`src/rtl/fpq_frame_queue_if.sv`:
```
// fpq_frame_queue_if: descriptor push, window budget, arbiter grant and
// transmit status bundle for one per-class egress frame queue.
interface fpq_frame_queue_if #(
    parameter int AW = 3,
    parameter int LEN_W = 8
);
    logic             wr_en;
    logic [LEN_W-1:0] wr_len;
    logic             drop;
    logic             full;
    logic             empty;
    logic [AW:0]      level;
    logic [LEN_W-1:0] cur_value;
    logic             ena_n;
    logic [LEN_W-1:0] pkt_len;
    logic             bool_ready;
    logic             bool_go;
    logic [LEN_W-1:0] units_left;
    logic             tx_done;
    logic             aborted;

    modport master (
        output wr_en, wr_len, cur_value, ena_n,
        input  drop, full, empty, level, pkt_len, bool_ready, bool_go, units_left, tx_done, aborted
    );
    modport slave (
        input  wr_en, wr_len, cur_value, ena_n,
        output drop, full, empty, level, pkt_len, bool_ready, bool_go, units_left, tx_done, aborted
    );
endinterface

```
`src/rtl/fpq_frame_queue.sv`:
```
// fpq_frame_queue: circular queue of frame lengths (16 B units) that reports
// window readiness and, on grant, transmits the head frame for its exact duration.
module fpq_frame_queue #(
    parameter int AW = 3,
    parameter int LEN_W = 8,
    parameter int UNIT_TICKS = 16
) (
    input logic clk,
    input logic rst,
    fpq_frame_queue_if.slave q
);
    localparam int DEPTH = 2 ** AW;
    localparam int UW = $clog2(UNIT_TICKS);
    localparam int CW = LEN_W + UW;
    localparam logic [AW:0] DEPTH_L = (AW + 1)'(DEPTH);

    typedef enum logic [1:0] {S_IDLE, S_PAUSE, S_GO} state_t;

    state_t           state;
    logic [LEN_W-1:0] mem [DEPTH];
    logic [AW-1:0]    rd_ptr;
    logic [AW-1:0]    wr_ptr;
    logic [AW:0]      level;
    logic [CW-1:0]    tx_cnt;
    logic             full;
    logic             empty;
    logic             push;
    logic             pop;
    logic             drop;
    logic             go;
    logic             done;
    logic             abrt;
    logic [LEN_W-1:0] pkt_len;

    assign full    = level == DEPTH_L;
    assign empty   = level == '0;
    assign pkt_len = empty ? '0 : mem[rd_ptr];
    assign push    = q.wr_en & !full & (q.wr_len != '0);
    assign pop     = (state == S_GO) & !q.ena_n & (tx_cnt == '0);

    assign q.full       = full;
    assign q.empty      = empty;
    assign q.level      = level;
    assign q.drop       = drop;
    assign q.pkt_len    = pkt_len;
    assign q.bool_ready = (state == S_IDLE) & !empty & (q.cur_value >= pkt_len);
    assign q.bool_go    = go;
    assign q.units_left = (state == S_GO) ? tx_cnt[CW-1:UW] : '0;
    assign q.tx_done    = done;
    assign q.aborted    = abrt;

    always_ff @(posedge clk)
        if (push) mem[wr_ptr] <= q.wr_len;

    always_ff @(posedge clk or posedge rst)
        if (rst) begin
            rd_ptr <= '0;
            wr_ptr <= '0;
            level  <= '0;
            drop   <= 1'b0;
        end else begin
            drop <= q.wr_en & !push;
            if (push) wr_ptr <= wr_ptr + AW'(1);
            if (pop) rd_ptr <= rd_ptr + AW'(1);
            if (push & !pop) level <= level + (AW + 1)'(1);
            else if (pop & !push) level <= level - (AW + 1)'(1);
        end

    // Abort is tested before completion so a withdrawn grant never pops.
    always_ff @(posedge clk or posedge rst)
        if (rst) begin
            state  <= S_IDLE;
            tx_cnt <= '0;
            go     <= 1'b0;
            done   <= 1'b0;
            abrt   <= 1'b0;
        end else begin
            done <= 1'b0;
            abrt <= 1'b0;
            case (state)
                S_IDLE:
                    if (!q.ena_n && !empty) begin
                        tx_cnt <= (CW'(pkt_len) << UW) - CW'(1);
                        state  <= S_PAUSE;
                    end
                S_PAUSE: begin
                    state <= q.ena_n ? S_IDLE : S_GO;
                    go    <= !q.ena_n;
                end
                S_GO:
                    if (q.ena_n) begin
                        state <= S_IDLE;
                        go    <= 1'b0;
                        abrt  <= 1'b1;
                    end else if (tx_cnt == '0) begin
                        state <= S_IDLE;
                        go    <= 1'b0;
                        done  <= 1'b1;
                    end else begin
                        tx_cnt <= tx_cnt - CW'(1);
                    end
                default: state <= S_IDLE;
            endcase
        end
endmodule
```
`src/flat_wrapper.sv`:
```
// flat-port wrapper written by rule: the top's interface ports become plain ports
module fpq_frame_queue_flat 
#(
    parameter int AW = 3,
    parameter int LEN_W = 8,
    parameter int UNIT_TICKS = 16
)
  (clk, rst, q_wr_en, q_wr_len, q_cur_value, q_ena_n, q_drop, q_full, q_empty, q_level, q_pkt_len, q_bool_ready, q_bool_go, q_units_left, q_tx_done, q_aborted);
  fpq_frame_queue_if #(.AW(AW), .LEN_W(LEN_W)) q_i ();
  input logic clk;
  input logic rst;
  input wire logic [$bits(q_i.wr_en)-1:0] q_wr_en;
  input wire logic [$bits(q_i.wr_len)-1:0] q_wr_len;
  input wire logic [$bits(q_i.cur_value)-1:0] q_cur_value;
  input wire logic [$bits(q_i.ena_n)-1:0] q_ena_n;
  output wire logic [$bits(q_i.drop)-1:0] q_drop;
  output wire logic [$bits(q_i.full)-1:0] q_full;
  output wire logic [$bits(q_i.empty)-1:0] q_empty;
  output wire logic [$bits(q_i.level)-1:0] q_level;
  output wire logic [$bits(q_i.pkt_len)-1:0] q_pkt_len;
  output wire logic [$bits(q_i.bool_ready)-1:0] q_bool_ready;
  output wire logic [$bits(q_i.bool_go)-1:0] q_bool_go;
  output wire logic [$bits(q_i.units_left)-1:0] q_units_left;
  output wire logic [$bits(q_i.tx_done)-1:0] q_tx_done;
  output wire logic [$bits(q_i.aborted)-1:0] q_aborted;
  assign q_i.wr_en = q_wr_en;
  assign q_i.wr_len = q_wr_len;
  assign q_i.cur_value = q_cur_value;
  assign q_i.ena_n = q_ena_n;
  assign q_drop = q_i.drop;
  assign q_full = q_i.full;
  assign q_empty = q_i.empty;
  assign q_level = q_i.level;
  assign q_pkt_len = q_i.pkt_len;
  assign q_bool_ready = q_i.bool_ready;
  assign q_bool_go = q_i.bool_go;
  assign q_units_left = q_i.units_left;
  assign q_tx_done = q_i.tx_done;
  assign q_aborted = q_i.aborted;
  fpq_frame_queue #(.AW(AW), .LEN_W(LEN_W), .UNIT_TICKS(UNIT_TICKS)) u_core (.clk(clk), .rst(rst), .q(q_i));
endmodule
```
`config.mk`:
```
export PLATFORM = sky130hd
export DESIGN_NAME = fpq_frame_queue_flat
export DESIGN_NICKNAME = d
export VERILOG_FILES = /design/src/rtl/fpq_frame_queue_if.sv /design/src/rtl/fpq_frame_queue.sv /design/src/flat_wrapper.sv
export SDC_FILE = /design/constraint.sdc
export NUM_CORES = 1
export LEC_CHECK = 0
export ABC_AREA = 0
export CAP_MARGIN = 0
export CORE_MARGIN = 2
export CORE_UTILIZATION = 55
export DETAILED_ROUTE_END_ITERATION = 16
export PLACE_DENSITY = 0.8
export SETUP_SLACK_MARGIN = 0.5
export SYNTH_ARGS = -nofsm -noshare
export SYNTH_HDL_FRONTEND = slang
export SYNTH_SLANG_ARGS = --single-unit
```
`constraint.sdc`:
```
create_clock -name clk -period 4.45 [get_ports clk]
set_input_delay 1.335 -clock clk [delete_from_list [all_inputs] [get_ports clk]]
set_output_delay 1.335 -clock clk [all_outputs]
set_load 0.02 [all_outputs]
```
==> results of run 1 <==
-- worst paths after layout --
path                       slack (ps)                end             start  cells past startpoint
max                               160       q_bool_ready  u_core.rd_ptr[0]                     12
min                               500   u_core.wr_ptr[2]  u_core.wr_ptr[2]                      1
max reg2reg                      1330  u_core.q.level[3]   u_core.state[0]                     13
min reg2reg                       500   u_core.wr_ptr[2]  u_core.wr_ptr[2]                      1
max in group asynchronous        2190   u_core.rd_ptr[0]               rst                      2
min in group asynchronous        1540   u_core.tx_cnt[9]               rst                      2
-- critical path: stages, from the launching register on --
cell and delay (ps):
dfrtp_2 460, mux4_2 550, mux2i_1 160, nor2_1 90, ha_1 290, nand2b_4 140, a21oi_2 120, nor2b_1 60
o21ai_1 170, a21oi_2 90, o211ai_1 210, a211oi_2 90, buf_4 160
-- Yosys cell counts (all sizes together) (3+ instances only) --
cell,count,area (sq um)
nor3,9,45.04
ha,19,237.7
edfxtp,64,1922
nor2b,3,18.77
clkbuf,4,28.78
mux4,16,386.6
xnor2,12,105.1
nor3b,5,37.54
nand2,28,105.1
nand2b,4,25.02
and3,4,25.02
nor2,18,67.56
mux2i,6,60.06
and2,13,81.33
inv,23,86.33
nand3,3,15.01
nor4,6,67.56
a21o,3,23.77
o21ai,17,88.83
a21oi,21,105.1
dfrtp,28,700.7
buf,6,61.30
a22o,4,37.54
-- power by group --
part | internal, mW | switching, mW
combinational | 0.498 | 0.580
sequential | 1.10 | 0.139
clock | 0.218 | 0.323
-- through the flow --
step / hold WS [ps] / setup slack, ps / TNS, ps / cells
after global placement: 478.6 / -473.1 / -473.1 / 509
final: 504.9 / 164.7 / 0 / 528
after CTS: 505.4 / 138.5 / 0 / 526
after global routing: 540.9 / -13.49 / -13.49 / 528
after floorplan: 457.4 / 536.9 / 0 / 338
after detailed placement: 488.3 / -489.3 / -489.3 / 509
-- registers in the layout (all words and copies together), names as in the netlist --
register and cells:
u_core.mem 64, u_core.tx_cnt 12, u_core.q.level 4, u_core.rd_ptr 3, u_core.wr_ptr 3, u_core.state 2
u_core.q.aborted 1, u_core.q.bool_go 1, u_core.q.drop 1, u_core.q.tx_done 1
-- layout make-up --
cell class / count / area [sq um] / share of cell area [%]
clock buffer: 9 / 123.9 / 2.246
multi-input combinational: 213 / 1760 / 31.93
sequential: 92 / 2625 / 47.61
tap: 105 / 131.4 / 2.383
inverter: 23 / 86.33 / 1.566
timing repair buffer: 79 / 720.7 / 13.07
clock inverter: 7 / 66.31 / 1.203
-- cells by family after synthesis --
kind of cell / Yosys count
simple gates: 98
flops: 92
compound gates: 59
buf+inv: 33
mux: 23
fa+ha+maj: 20
xor+xnor: 13
-- timing repair --
action	4_1_cts	5_1_grt
pin swaps	7	5
setup endpoints to repair	6	4
buffers inserted	1	2
resized for setup	17	8
-- per-layer routing --
layer / GRT usage [%] / vias up / share of wire, %
met5: 0 / - / 0
met4: 8.816 / 0 / 1.9
met2: 36.76 / 96 / 51
met3: 3.033 / 13 / 4.6
li1: - / 1411 / -
met1: 29.05 / 1454 / 42
==> out/metrics.cfg, run 1 <==
[cts]
cts_root_buf = clkbuf_8
clock_latency_ps = 370
cts_tree = done
cts_buffers = 9
htree_num_levels = 3
clock-sinks = 92
cts.path.max_buffers = 2
clk_pin_slew_ps = 100
postCtsHoldBufs = 0

[synth]
synthAdderAreaFrac_pct = 5.687
synth_flop_cell = edfxtp_1
synth_top_family_by_area = simple AND/OR/NAND/NOR gates
synthArstFlopShare_pct = 30.43
ys_seq_area_share_pct = 57.87
synth.distinct_cells = 56
synth_seq_cells = 92
synth-xor-area-share_pct = 2.512
synth_area_sq_um = 4532
syn_area_per_cell_sq_um = 13.41
netlist_instances = 338
syn-num-nets = 378
synth-simple-area-share_pct = 11.68
synth_enable_flop_cells = 64
synth.area.mux_share_pct = 10.10
ys_warn_count = 0
synth-compound-area-share_pct = 8.255

[hold_path]
hp-class = reg2reg

[final_layout]
nets = 458
area_growth_syn_to_layout_pct = 21.67
drive_gt1_share_pct = 19.39
final_cell_area_sq_um = 5514
final_common_cell = edfxtp_1
nFillCells = 576
num_antenna_cells = 0
layout_common_cells = edfxtp_1, clkdlybuf4s50_1, buf_4
utilization_pct = 68.14

[worst_setup_path]
cp_max_fo = 5
crit_arrival_ps = 2950
cp-end-kind = output pin
startpoint_type = flop
worstPathRequired_ps = 3120
path_class = reg2out

[route]
dr.pass1.iters = 4
wirelength_um = 9094
drtAntennaViolNets = 0
vias = 2974
drt_iter0_markers = 217
drc = 0
routedWlPerCell_um = 17.22
via_per_inst = 5.633

[global_routing]
antenna_found_initial = 0
grt_pass1_vias = 2861
grt_max_degree = 29
track_usage_pct = 21.92
grt-ovfl-total = 0
grt_pass1_wl_um = 14570

[timing]
slew_viol_final = 0
period_minus_slack_ps = 4285
tightest_slew_ps = 1081
post-route-period-util_pct = 96.30
finalHoldViolations = 0
setup-violations-final = 0
rsz0062_at_grt = yes
max_freq_mhz = 233.4
slew_headroom_pct = 27.83
fin_skew_ps = 14.52

[die]
die_h_um = 94.77
initial_core_util_pct = 56.00
num_rows = 33
dieArea_sq_um = 8981
die_w_um = 94.77
core_area_sq_um = 8093
io_pins = 47

[status]
status = finished clean

[placed_design]
portBuffers = 46
placed_area_sq_um = 5264
dp_hpwl_um = 6373
gp_congestion = 0.8487

[job]
cap_violations = 0

[power_and_ir_drop]
static-leakage-power_nw = 2.129
p_total_mw = 2.861
p_per_area_nw_per_um2 = 518.9
peakVddDrop_v = 0.0002804

Note: power is estimated with default switching activity, not from simulation.
==> run 2, diff against run 1 <==
==> constraint.sdc (replaced) <==
create_clock -name clk -period 4.45 [get_ports clk]
set_input_delay 0.89 -clock clk [delete_from_list [all_inputs] [get_ports clk]]
set_output_delay 0.89 -clock clk [all_outputs]
set_load 0.02 [all_outputs]
==> run 2 against run 1 <==
Effect of this change:
- fmax is 12% higher
- sequential share of layout area grew 1.1 points
- die area did not move
- core utilization is 1.5 points lower
- non-clock buffer count decreased by 17
- clock power up 5.4%
- register-to-register slack got worse by 100 ps
- final cell count decreased by 3.2%
- largest cell class unchanged
- highest routed layer unchanged
==> out/metrics.cfg, run 2 (synthesis gave the netlist of run 1 again) <==
[status]
status = finished clean

[placed_design]
placed_area_sq_um = 5131
gp_congestion = 0.8530
portBuffers = 46
dp_hpwl_um = 6567
place_inst = 492

[power_and_ir_drop]
p_per_area_nw_per_um2 = 534.1
static-leakage-power_nw = 2.020
peakVddDrop_v = 0.0002524

[cts]
clk_pin_slew_ps = 100
clock_latency_ps = 370
cts.path.max_buffers = 2
postCtsHoldBufs = 0
htree_num_levels = 3
clock-sinks = 92
cts_root_buf = clkbuf_8
cts_tree = done
cts_buffers = 9

[final_layout]
regMostFlops = u_core.mem
nFillCells = 593
reg.largest.list = u_core.mem (64), u_core.tx_cnt (12), u_core.q.level (4)
area_growth_syn_to_layout_pct = 18.99
final_cell_area_sq_um = 5393
drive_gt1_share_pct = 16.01
final_common_cell = edfxtp_1
fin_cells = 511
num_antenna_cells = 0
layout_common_cells = edfxtp_1, clkdlybuf4s50_1, nand2_1
largest_reg_flops = 64
nets = 441

[global_routing]
grt_pass1_wl_um = 14450
track_usage_pct = 21.85
grt_max_degree = 29
antenna_found_initial = 0
grt_pass1_vias = 2750
grt-ovfl-total = 0

[route]
wirelength_um = 9420
vias = 2929
dr.pass1.iters = 6
drt_iter0_markers = 157
drc = 0
drtAntennaViolNets = 0
routedWlPerCell_um = 18.43
via_per_inst = 5.732

[timing]
slew_viol_final = 0
fin_skew_ps = 10.69
finalSetupTns_ps = 0
post-route-period-util_pct = 86.13
period_minus_slack_ps = 3833
tightest_slew_ps = 1177
hold_ws_ps = 515.2
finalHoldViolations = 0
setup-violations-final = 0
slew_headroom_pct = 21.44
rsz0062_at_grt = no
max_freq_mhz = 260.9

[die]
die_w_um = 94.77
core_area_sq_um = 8093
initial_core_util_pct = 56.00
die_h_um = 94.77
dieArea_sq_um = 8981
num_rows = 33
io_pins = 47

[worst_setup_path]
crit_arrival_ps = 2940
r2r_cells = 13
startpoint_type = flop
path_class = reg2out
cp_max_fo = 4
timing.rr.end = u_core.q.level[3]
cp-end-kind = output pin
ff2ff_setup_slack_ps = 1230
worstPathRequired_ps = 3560
worstReg2RegStart = u_core.state[0]

[hold_path]
worstHoldStart = u_core.wr_ptr[2]
min_path_cells = 1
holdPathEnd = u_core.wr_ptr[2]
hp-class = reg2reg

[job]
cap_violations = 0

[run 2: changes by cell type in the layout (fill, tap and decap cells not counted), sizes merged]
cell,previous run,this run
dlymetal6s2s,3,0
dlygate4sd2,3,0
buf,34,17
clkdlybuf4s50,39,45
clkinv,3,4
inv,27,26
[run 2: timing repair]
item	CTS	global route
buffers inserted	2	1
pin swaps	0	7
hold endpoints to repair	0	0
setup endpoints to repair	1	1
gates resized for setup	11	10
[run 2: where the power goes]
group / total (mW) / internal (mW) / switching, mW
sequential: 1.26 / 1.10 / 0.156
combinational: 1.05 / 0.472 / 0.580
clock: 0.569 / 0.228 / 0.341
total: 2.88 / 1.80 / 1.08
[run 2: area by class of cell]
class,count,area [sq um],share of cell area [%]
clock buffers,9,123.9,2.297
clock inverters,7,88.84,1.647
inverters,23,86.33,1.601
multi-input cells,213,1747,32.39
flip-flops and latches,92,2625,48.68
well taps,105,131.4,2.436
repair buffers,62,590.6,10.95
[run 2: worst max path at each step]
stage                     startpoint      endpoint  slack, ps  cells past startpoint
CTS                 u_core.rd_ptr[0]  q_bool_ready        510                     12
global placement      q_cur_value[0]  q_bool_ready        430                     11
global route        u_core.rd_ptr[0]  q_bool_ready        480                     12
detailed placement  u_core.rd_ptr[0]  q_bool_ready        420                     12
floorplan           u_core.rd_ptr[0]  q_bool_ready        810                     13
finish              u_core.rd_ptr[0]  q_bool_ready        620                     12
[run 2: through the flow]
stage	power [mW]	utilization, %	setup WS, ps
5_1_grt	3.042	66.64	481.4
3_3_place_gp	2.250	63.40	426.3
6_report	2.880	66.64	617.2
2_1_floorplan	1.916	-	811.4
3_5_place_dp	2.306	63.40	419.7
4_1_cts	2.870	66.30	507.8
[run 2: routing by layer]
| metal | GRT usage [%] | up-vias | wire [um] |
|---|---|---|---|
| li1 | - | 1387 | - |
| met1 | 28.48 | 1453 | 3948 |
| met2 | 37.29 | 82 | 4936 |
| met3 | 4.389 | 7 | 450 |
| met4 | 6.280 | 0 | 85 |
| met5 | 0 | - | 0 |
[run 2: critical path, cell delays in order, from the launching register on]
cell	delay, ps
dfrtp_2	450
mux4_2	530
mux2i_1	190
nor2_2	90
ha_1	280
nand2b_4	110
a21oi_2	40
nor2b_1	100
o21ai_1	80
a21oi_1	180
o211ai_1	140
a211oi_2	230
buf_4	170
